### config.mk
export PLATFORM = sky130hd
export DESIGN_NAME = mult_pipe_unit
export DESIGN_NICKNAME = d
export VERILOG_FILES = /design/src/rtl/mult_pipe_unit.sv
export SDC_FILE = /design/constraint.sdc
export NUM_CORES = 2
export LEC_CHECK = 0
export CAP_MARGIN = 10
export CORE_AREA = 2 2 308 310
export CTS_CLUSTER_DIAMETER = 40
export DETAILED_ROUTE_END_ITERATION = 6
export DIE_AREA = 0 0 310 312
export PLACE_DENSITY = 0.83
export SKIP_CTS_REPAIR_TIMING = 1
export SLEW_MARGIN = 0
export SYNTH_ARGS = -nofsm -noshare
export SYNTH_HDL_FRONTEND = slang
export SYNTH_SLANG_ARGS = --single-unit
### constraint.sdc
create_clock -name clock -period 25.2 [get_ports clock]
set_input_delay 6.3 -clock clock [delete_from_list [all_inputs] [get_ports clock]]
set_output_delay 6.3 -clock clock [all_outputs]
set_load 0.03 [all_outputs]
### src/rtl/mult_pipe_unit.sv
// Pipelined RV32M multiply unit (MUL/MULH/MULHSU/MULHU), NUM_STAGES deep.
// Optional MULT_OUT_SKID_EN adds a one-entry output skid register.
module mult_pipe_unit #(
  parameter int XLEN       = 32,
  parameter int NUM_STAGES = 4,
  parameter int TAG_W      = 6
) (
  input  logic                              clock,
  input  logic                              reset,
  input  logic                              flush,
  input  logic                              in_valid,
  output logic                              in_ready,
  input  logic [XLEN-1:0]                   in_opa,
  input  logic [XLEN-1:0]                   in_opb,
  input  logic [1:0]                        in_func,
  input  logic [TAG_W-1:0]                  in_tag,
  input  logic [XLEN-1:0]                   in_npc,
  output logic                              out_valid,
  input  logic                              out_ready,
  output logic [XLEN-1:0]                   out_value,
  output logic [TAG_W-1:0]                  out_tag,
  output logic [XLEN-1:0]                   out_npc,
  output logic [$clog2(NUM_STAGES+2)-1:0]   occupancy,
  output logic                              busy
);
  localparam int CW = XLEN / NUM_STAGES;
  localparam int PW = 2 * XLEN;
  localparam int LS = NUM_STAGES - 1;
  localparam int OW = $clog2(NUM_STAGES + 2);

  logic [NUM_STAGES-1:0] vld;
  logic [XLEN-1:0]       mcand  [NUM_STAGES];
  logic [XLEN-1:0]       mplier [NUM_STAGES];
  logic [PW-1:0]         acc    [NUM_STAGES];
  logic [1:0]            func   [NUM_STAGES];
  logic                  neg    [NUM_STAGES];
  logic [TAG_W-1:0]      tag    [NUM_STAGES];
  logic [XLEN-1:0]       npc    [NUM_STAGES];
  logic [PW-1:0]         part   [NUM_STAGES];

  logic            stall;
  logic            accept;
  logic            fire;
  logic            head_valid;
  logic [XLEN-1:0] head_value;
  logic [XLEN-1:0] head_npc;
  logic [TAG_W-1:0] head_tag;

  logic            sign_a;
  logic            sign_b;
  logic [XLEN-1:0] mag_a;
  logic [XLEN-1:0] mag_b;

  assign sign_a = in_opa[XLEN-1] & (in_func != 2'b11);
  assign sign_b = in_opb[XLEN-1] & ~in_func[1];
  assign mag_a  = sign_a ? -in_opa : in_opa;
  assign mag_b  = sign_b ? -in_opb : in_opb;
  assign accept = in_valid & in_ready & ~flush;

  // multiplier is shifted down each stage so its low chunk is always next
  for (genvar i = 0; i < NUM_STAGES; i++) begin : g_part
    if (i == 0) begin : g_first
      assign part[i] = PW'(mag_b[CW-1:0]) * PW'(mag_a);
    end else begin : g_rest
      assign part[i] =
        (PW'(mplier[i-1][CW-1:0]) * PW'(mcand[i-1])) << (i * CW);
    end
  end

  always_ff @(posedge clock or posedge reset) begin
    if (reset) begin
      vld <= '0;
      for (int i = 0; i < NUM_STAGES; i++) begin
        mcand[i]  <= '0;
        mplier[i] <= '0;
        acc[i]    <= '0;
        func[i]   <= '0;
        neg[i]    <= 1'b0;
        tag[i]    <= '0;
        npc[i]    <= '0;
      end
    end else if (flush) begin
      vld <= '0;
    end else if (!stall) begin
      vld[0]    <= accept;
      mcand[0]  <= mag_a;
      mplier[0] <= mag_b >> CW;
      acc[0]    <= part[0];
      func[0]   <= in_func;
      neg[0]    <= sign_a ^ sign_b;
      tag[0]    <= in_tag;
      npc[0]    <= in_npc;
      for (int i = 1; i < NUM_STAGES; i++) begin
        vld[i]    <= vld[i-1];
        mcand[i]  <= mcand[i-1];
        mplier[i] <= mplier[i-1] >> CW;
        acc[i]    <= acc[i-1] + part[i];
        func[i]   <= func[i-1];
        neg[i]    <= neg[i-1];
        tag[i]    <= tag[i-1];
        npc[i]    <= npc[i-1];
      end
    end
  end

  logic [PW-1:0]   prod;
  logic [XLEN-1:0] result;

  assign prod   = neg[LS] ? -acc[LS] : acc[LS];
  assign result = (func[LS] == 2'b00) ? prod[XLEN-1:0] : prod[PW-1:XLEN];

`ifdef MULT_OUT_SKID_EN
  logic             skid_full;
  logic [XLEN-1:0]  skid_value;
  logic [XLEN-1:0]  skid_npc;
  logic [TAG_W-1:0] skid_tag;

  assign stall      = skid_full & vld[LS];
  assign in_ready   = ~skid_full;
  assign head_valid = skid_full | vld[LS];
  assign head_value = skid_full ? skid_value : result;
  assign head_tag   = skid_full ? skid_tag : tag[LS];
  assign head_npc   = skid_full ? skid_npc : npc[LS];

  always_ff @(posedge clock or posedge reset) begin
    if (reset) begin
      skid_full  <= 1'b0;
      skid_value <= '0;
      skid_tag   <= '0;
      skid_npc   <= '0;
    end else if (flush) begin
      skid_full <= 1'b0;
    end else if (skid_full) begin
      if (out_ready) skid_full <= 1'b0;
    end else if (vld[LS] && !out_ready) begin
      skid_full  <= 1'b1;
      skid_value <= result;
      skid_tag   <= tag[LS];
      skid_npc   <= npc[LS];
    end
  end
`else
  assign stall      = vld[LS] & ~out_ready;
  assign in_ready   = ~stall;
  assign head_valid = vld[LS];
  assign head_value = result;
  assign head_tag   = tag[LS];
  assign head_npc   = npc[LS];
`endif

  assign fire      = head_valid & out_ready;
  assign out_valid = head_valid;
  assign out_value = head_valid ? head_value : '0;
  assign out_tag   = head_valid ? head_tag : '0;
  assign out_npc   = head_valid ? head_npc : '0;
  assign busy      = |occupancy;

  always_ff @(posedge clock or posedge reset) begin
    if (reset) begin
      occupancy <= '0;
    end else if (flush) begin
      occupancy <= '0;
    end else begin
      unique case ({accept, fire})
        2'b10:   occupancy <= occupancy + OW'(1);
        2'b01:   occupancy <= occupancy - OW'(1);
        default: occupancy <= occupancy;
      endcase
    end
  end
endmodule

== Word-level counts from Yosys, hierarchy flattened ==
Cells that the tools add are included.
Storage, ports and cells
  output and inout bits: 76
  input bits: 109
  register bits after elaboration: 547
Operators by class
  reduce and logical (&&, ||, !) cells: 4
  multiply operators: 4
  bitwise gates (word level): 11
  mux-type cells: 11
  equal/unequal tests: 4
  add/sub/neg operators: 8
Operators with widths (number)
  $mul 8x32->40: 4
  $mux 32: 5
  $add 64x56->64: 1
  $add 64x64->64: 1
  $mux 64: 1
  $neg 32->32: 2
  $neg 64->64: 1
  $add 40x48->49: 1
  $mux 4: 2
  $and 1x1->1: 6
  $mux 6: 1
  $pmux 3 s2: 1
  $ne 2x2->1 const B: 2
  $not 1->1: 4
  $add 3x1->3 const B: 1
  $mux 3: 1
  $reduce_bool 3->1: 1
  $reduce_or 3->1: 1
  $sub 3x1->3 const B: 1
  $eq 2x1->1 const B: 1
  $eq 2x2->1 const B: 1
  $logic_not 2->1: 1
  $reduce_and 2->1: 1
  $xor 1x1->1: 1

== Logic depth before layout (Yosys ltp) ==
  depth in word-level cells: 8
  mapped depth: 33
  mapped depth without buffers: 32

== Least setup slack after synthesis ==
Ideal clock, no wire load.
  kind: input -> register
  start point: input port in_opa[10]
  end point: register acc[227] in the netlist's numbering
  arrival time: 13107 ps
  buffers on the path: 0
  stages: 23
  setup time: 69 ps
  slack: 12024 ps
  path through: or4_1 > nor4_1 > nand2b_1 > nor2b_1 > nand2_1 > o41ai_1 > and2_1 > xnor2_1 > nor2b_1 > fa_1 > inv_1 > fa_1 > fa_1 > fa_1 > inv_1 > ha_1 > nand2_1 > or4_1 > or3b_2 > a41oi_1 > a21oi_1 > or4b_2 > nand3_1
On the way
  cells in the longest elaborated chain, start to end: 3
Ends and longest elaborated chain
  start, declared: RTL line 13  | input logic [XLEN-1:0] in_opa,
  $neg 32->32: RTL line 56  | assign mag_a = sign_a ? -in_opa : in_opa;
  $mux 32 (*): RTL line 56
  $mul 8x32->40 (*): RTL line 63  | assign part[i] = PW'(mag_b[CW-1:0]) * PW'(mag_a);
  end signal, assigned by index: RTL line 97  | acc[i] <= acc[i-1] + part[i];
  end, declared: RTL line 34  | logic [PW-1:0] acc [NUM_STAGES];
Every way passes the cells marked *; elsewhere a longest branch is shown, timed or not.
A chain may end at the register's enable or synchronous reset.

== Worst setup path in the final report ==
  start point: input port out_ready
  end point: output port in_ready
On the way
  cells in the longest elaborated chain, start to end: 3
Ends and longest elaborated chain
  start, declared: RTL line 19  | input logic out_ready,
  $not 1->1: RTL line 143  | assign stall = vld[LS] & ~out_ready;
  $and 1x1->1: RTL line 143
  $not 1->1 (no source line)
  end, declared: RTL line 12  | output logic in_ready,
Every way passes these cells.

==> results.py <==
metrics = {
    "routing": {
        "wl_per_cell_um": 19.2,
        "dr_total_vias": 48500,
        "antenna_left": 0,
        "drt-total-wl_mm": 159,
        "drt_iter0_drc": 3815,
        "drt_first_pass_iters": 5,
        "viasPerCell": 5.84,
        "drc": 0,
    },
    "power": {
        "power_frac_seq_pct": 14.2,
        "switching_share_pct": 52.2,
        "p_int_mw": 4.73,
        "p_total_mw": 9.91,
        "leakagePower_nw": 32.1,
        "power_density_nw_per_um2": 153,
        "combPwrFrac_pct": 74.0,
        "pwr-share-clk_pct": 11.8,
        "peakVddDrop_mv": 0.114,
        "p_sw_mw": 5.18,
    },
    "critical_path": {
        "arrival_ns": 7.91,
        "endpoint_kind": "primary output",
        "cp-endpoint": "in_ready",
        "critPathRequiredTime_ns": 18.90,
        "cp.depth": 3,
        "cp_max_fo": 8,
        "cp-startpoint": "out_ready",
        "crit_family": "buffers and inverters",
        "r2r-end": "acc[175]$_DFFE_PP0P_",
        "r2r_start": "mplier[98]$_DFFE_PP0P_",
        "rr_worst_depth": 28,
        "crit_buf_inv": 2,
        "r2r_setup_slack_ns": 16.00,
        "slowest_delay_ns": 0.76,
        "path_cells": "clkdlybuf4s50_1 > nand2b_1 > clkdlybuf4s50_1",
        "startpoint_type": "primary input",
        "crit_type": "primary input to primary output",
        "slowest_stage": "clkdlybuf4s50_1",
        "cp_common_cell": "clkdlybuf4s50_1",
    },
    "worst_hold_path": {
        "hold_class": "flop to flop",
    },
    "cells_and_area": {
        "final_cell_mix": "nand2_1, inv_1, fa_1",
        "finalNonFillerCells": 8311,
        "nets": 8179,
        "final_cell_area_sq_um": 64800,
        "syn_to_final_growth_pct": 9.16,
        "drive_gt1_share_pct": 3.36,
        "layout_commonest_cell": "nand2_1",
    },
    "yosys": {
        "synth_nets": 8204,
        "async_flop_share_pct": 100,
        "syn_inst": 7014,
        "synth_area_per_cell_sq_um": 8.46,
        "synth_area_sq_um": 59300,
        "synthDistinctLibCells": 78,
        "ys.flop_type": "dfrtp_1",
        "ys_seq_area_share_pct": 22.1,
        "synth_edf_count": 0,
        "yosysWarnings": 0,
        "ys_ff_latch": 525,
    },
    "placement": {
        "port_buffers": 184,
        "hpwl_mm": 123,
        "dpl_worst_slack_ns": 10.60,
        "place_congestion": 0.973,
        "dpl_cell_area_sq_um": 61900,
        "dp_cells": 8161,
    },
    "clock_network": {
        "cts_buffer_depth": 3,
        "cts_tree": "done",
        "numCtsBuffers": 80,
        "cts_root_buf": "clkbuf_16",
        "clk_latency_ns": 0.66,
        "cts_htree_levels": 3,
        "clkSlewWorstSetupHoldPaths_ns": 0.06,
        "clock-sinks": 525,
    },
    "sta": {
        "hold_viol": 0,
        "setup_viol": 0,
        "fmax_mhz": 70.4,
        "min_period_ns": 14.21,
        "grt_setup_unrepaired": "false",
        "min_period_over_period_pct": 56.4,
        "max-slew-margin-rel_pct": 16.3,
        "setup_tns_ns": 0,
        "worstMarginPinSlew_ns": 1.26,
        "layout_setup_ws_ns": 10.99,
        "skew_ns": 0.0568,
        "slew_violations": 0,
    },
    "global_route": {
        "grt_use_met2_pct": 54.7,
        "grt_pass1_vias": 49800,
        "grt_pass1_wl_mm": 261,
        "grt_busiest_layer": "met2",
        "met3_usage_pct": 6.97,
        "grt_usage_pct": 33.8,
        "antenna_found_initial": 4,
        "overflow": 0,
        "met1_usage_pct": 44.1,
        "grt_max_degree": 224,
    },
    "floorplanning": {
        "num_io_pins": 185,
        "fp.coreArea_sq_um": 93000,
        "start_util_pct": 63.8,
        "rows": 112,
        "die_y_um": 312,
        "die_w_um": 310,
        "dieArea_sq_um": 96700,
    },
    "outcome": {
        "outcome": "finished, final reports clean",
    },
    "run": {
        "cap_violations": 0,
    },
}
-- final cells by class --
cell class                      count  area (sq um)
Inverter                          725          2730
Antenna cell                        1          2.50
Tap cell                         1254          1570
Clock inverter                     60           813
Fill cell                        7252         28300
Sequential cell                   525         13100
Clock buffer                       89          2090
Timing Repair Buffer              219          2130
Multi-Input combinational cell   5438         42300
-- flip-flops by register name, indices dropped and copies added (netlist names) --
name / cells
acc: 210
mcand: 96
npc: 96
mplier: 48
head_npc: 32
tag: 18
func: 8
head_tag: 6
neg: 4
vld: 4
occupancy: 3
-- worst reg2reg max path, delay by kind of cell, from the launching register on --
family | cells | cell delay (ns)
AO/OA/AOI/OAI | 10 | 3.08
adder cells (fa/ha/maj) | 6 | 2.81
XOR/XNOR | 2 | 0.59
flip-flops | 1 | 1.13
buffers and inverters | 3 | 0.14
AND/OR/NAND/NOR | 7 | 1.27
-- per-layer routing --
metal  vias to the layer above  wire length (um)
met2                      1927             75100
met3                       440             12800
met1                     23900             63500
met4                         6              7710
met5                         -                39
li1                      22300                 -
-- synth_stat cells (28+ instances only) --
library cell,count,area (sq um)
o21ai_0,352,1760
nor3_1,53,265
nand2b_1,31,194
inv_1,725,2720
dfrtp_1,525,13100
nand4_1,28,175
ha_1,357,4470
a211oi_1,46,345
o21a_1,35,263
nand3_1,68,340
clkbuf_1,305,1140
nand2_1,1681,6310
a21o_1,121,908
fa_1,724,14500
xor2_1,164,1440
xnor2_1,210,1840
and2_1,625,3910
a21oi_1,281,1410
nor2_1,267,1000
and3_1,29,181
o21bai_1,29,218
-- power by group through the flow --
stage,sequential [mW],clock [mW],combinational [mW]
3_3_place_gp,1.39,0,7.00
6_report,1.41,1.17,7.34
3_5_place_dp,1.40,0,7.18
2_1_floorplan,1.23,0,5.49
5_1_grt,1.43,1.23,8.18
4_1_cts,1.39,1.19,7.25
-- metrics by stage --
| stage | hold WS (ns) | util (%) |
|---|---|---|
| floorplan | 0.437 | - |
| global placement | 0.445 | 66.5 |
| detailed placement | 0.447 | 66.5 |
| CTS | 0.452 | 69.6 |
| global route | 0.478 | 69.6 |
| finish | 0.455 | 69.6 |
-- worst min-delay path by stage --
stage                                  startpoint                       to  cells past startpoint
after global placement    mplier[118]$_DFFE_PP0P_   mplier[78]$_DFFE_PP0P_                      2
final                         tag[10]$_DFFE_PP0P_  head_tag[4]$_DFFE_PP0P_                      2
after CTS                     tag[10]$_DFFE_PP0P_  head_tag[4]$_DFFE_PP0P_                      2
after detailed placement     npc[126]$_DFFE_PP0P_      npc[94]$_DFFE_PP0P_                      2
after floorplan           head_npc[0]$_DFFE_PP0P_  head_npc[0]$_DFFE_PP0P_                      2
after global routing         npc[121]$_DFFE_PP0P_      npc[89]$_DFFE_PP0P_                      2
-- cell families (layout without fill, tap and decap cells) --
logic type / count (synthesis) / count (layout) / synth area share, %
xor gates and xnor gates: 374 / 374 / 5.52
buffers and inverters: 1051 / 1093 / 6.71
and+or+nand+nor: 2907 / 2907 / 22.4
AOI/OAI and AO/OA: 1067 / 1067 / 11.1
muxes: 9 / 9 / 0.158
other: 0 / 1 / 0
adders and majority gates: 1081 / 1081 / 32.0
DFF: 525 / 525 / 22.1
No activity file was read; power rests on OpenSTA's default activity.
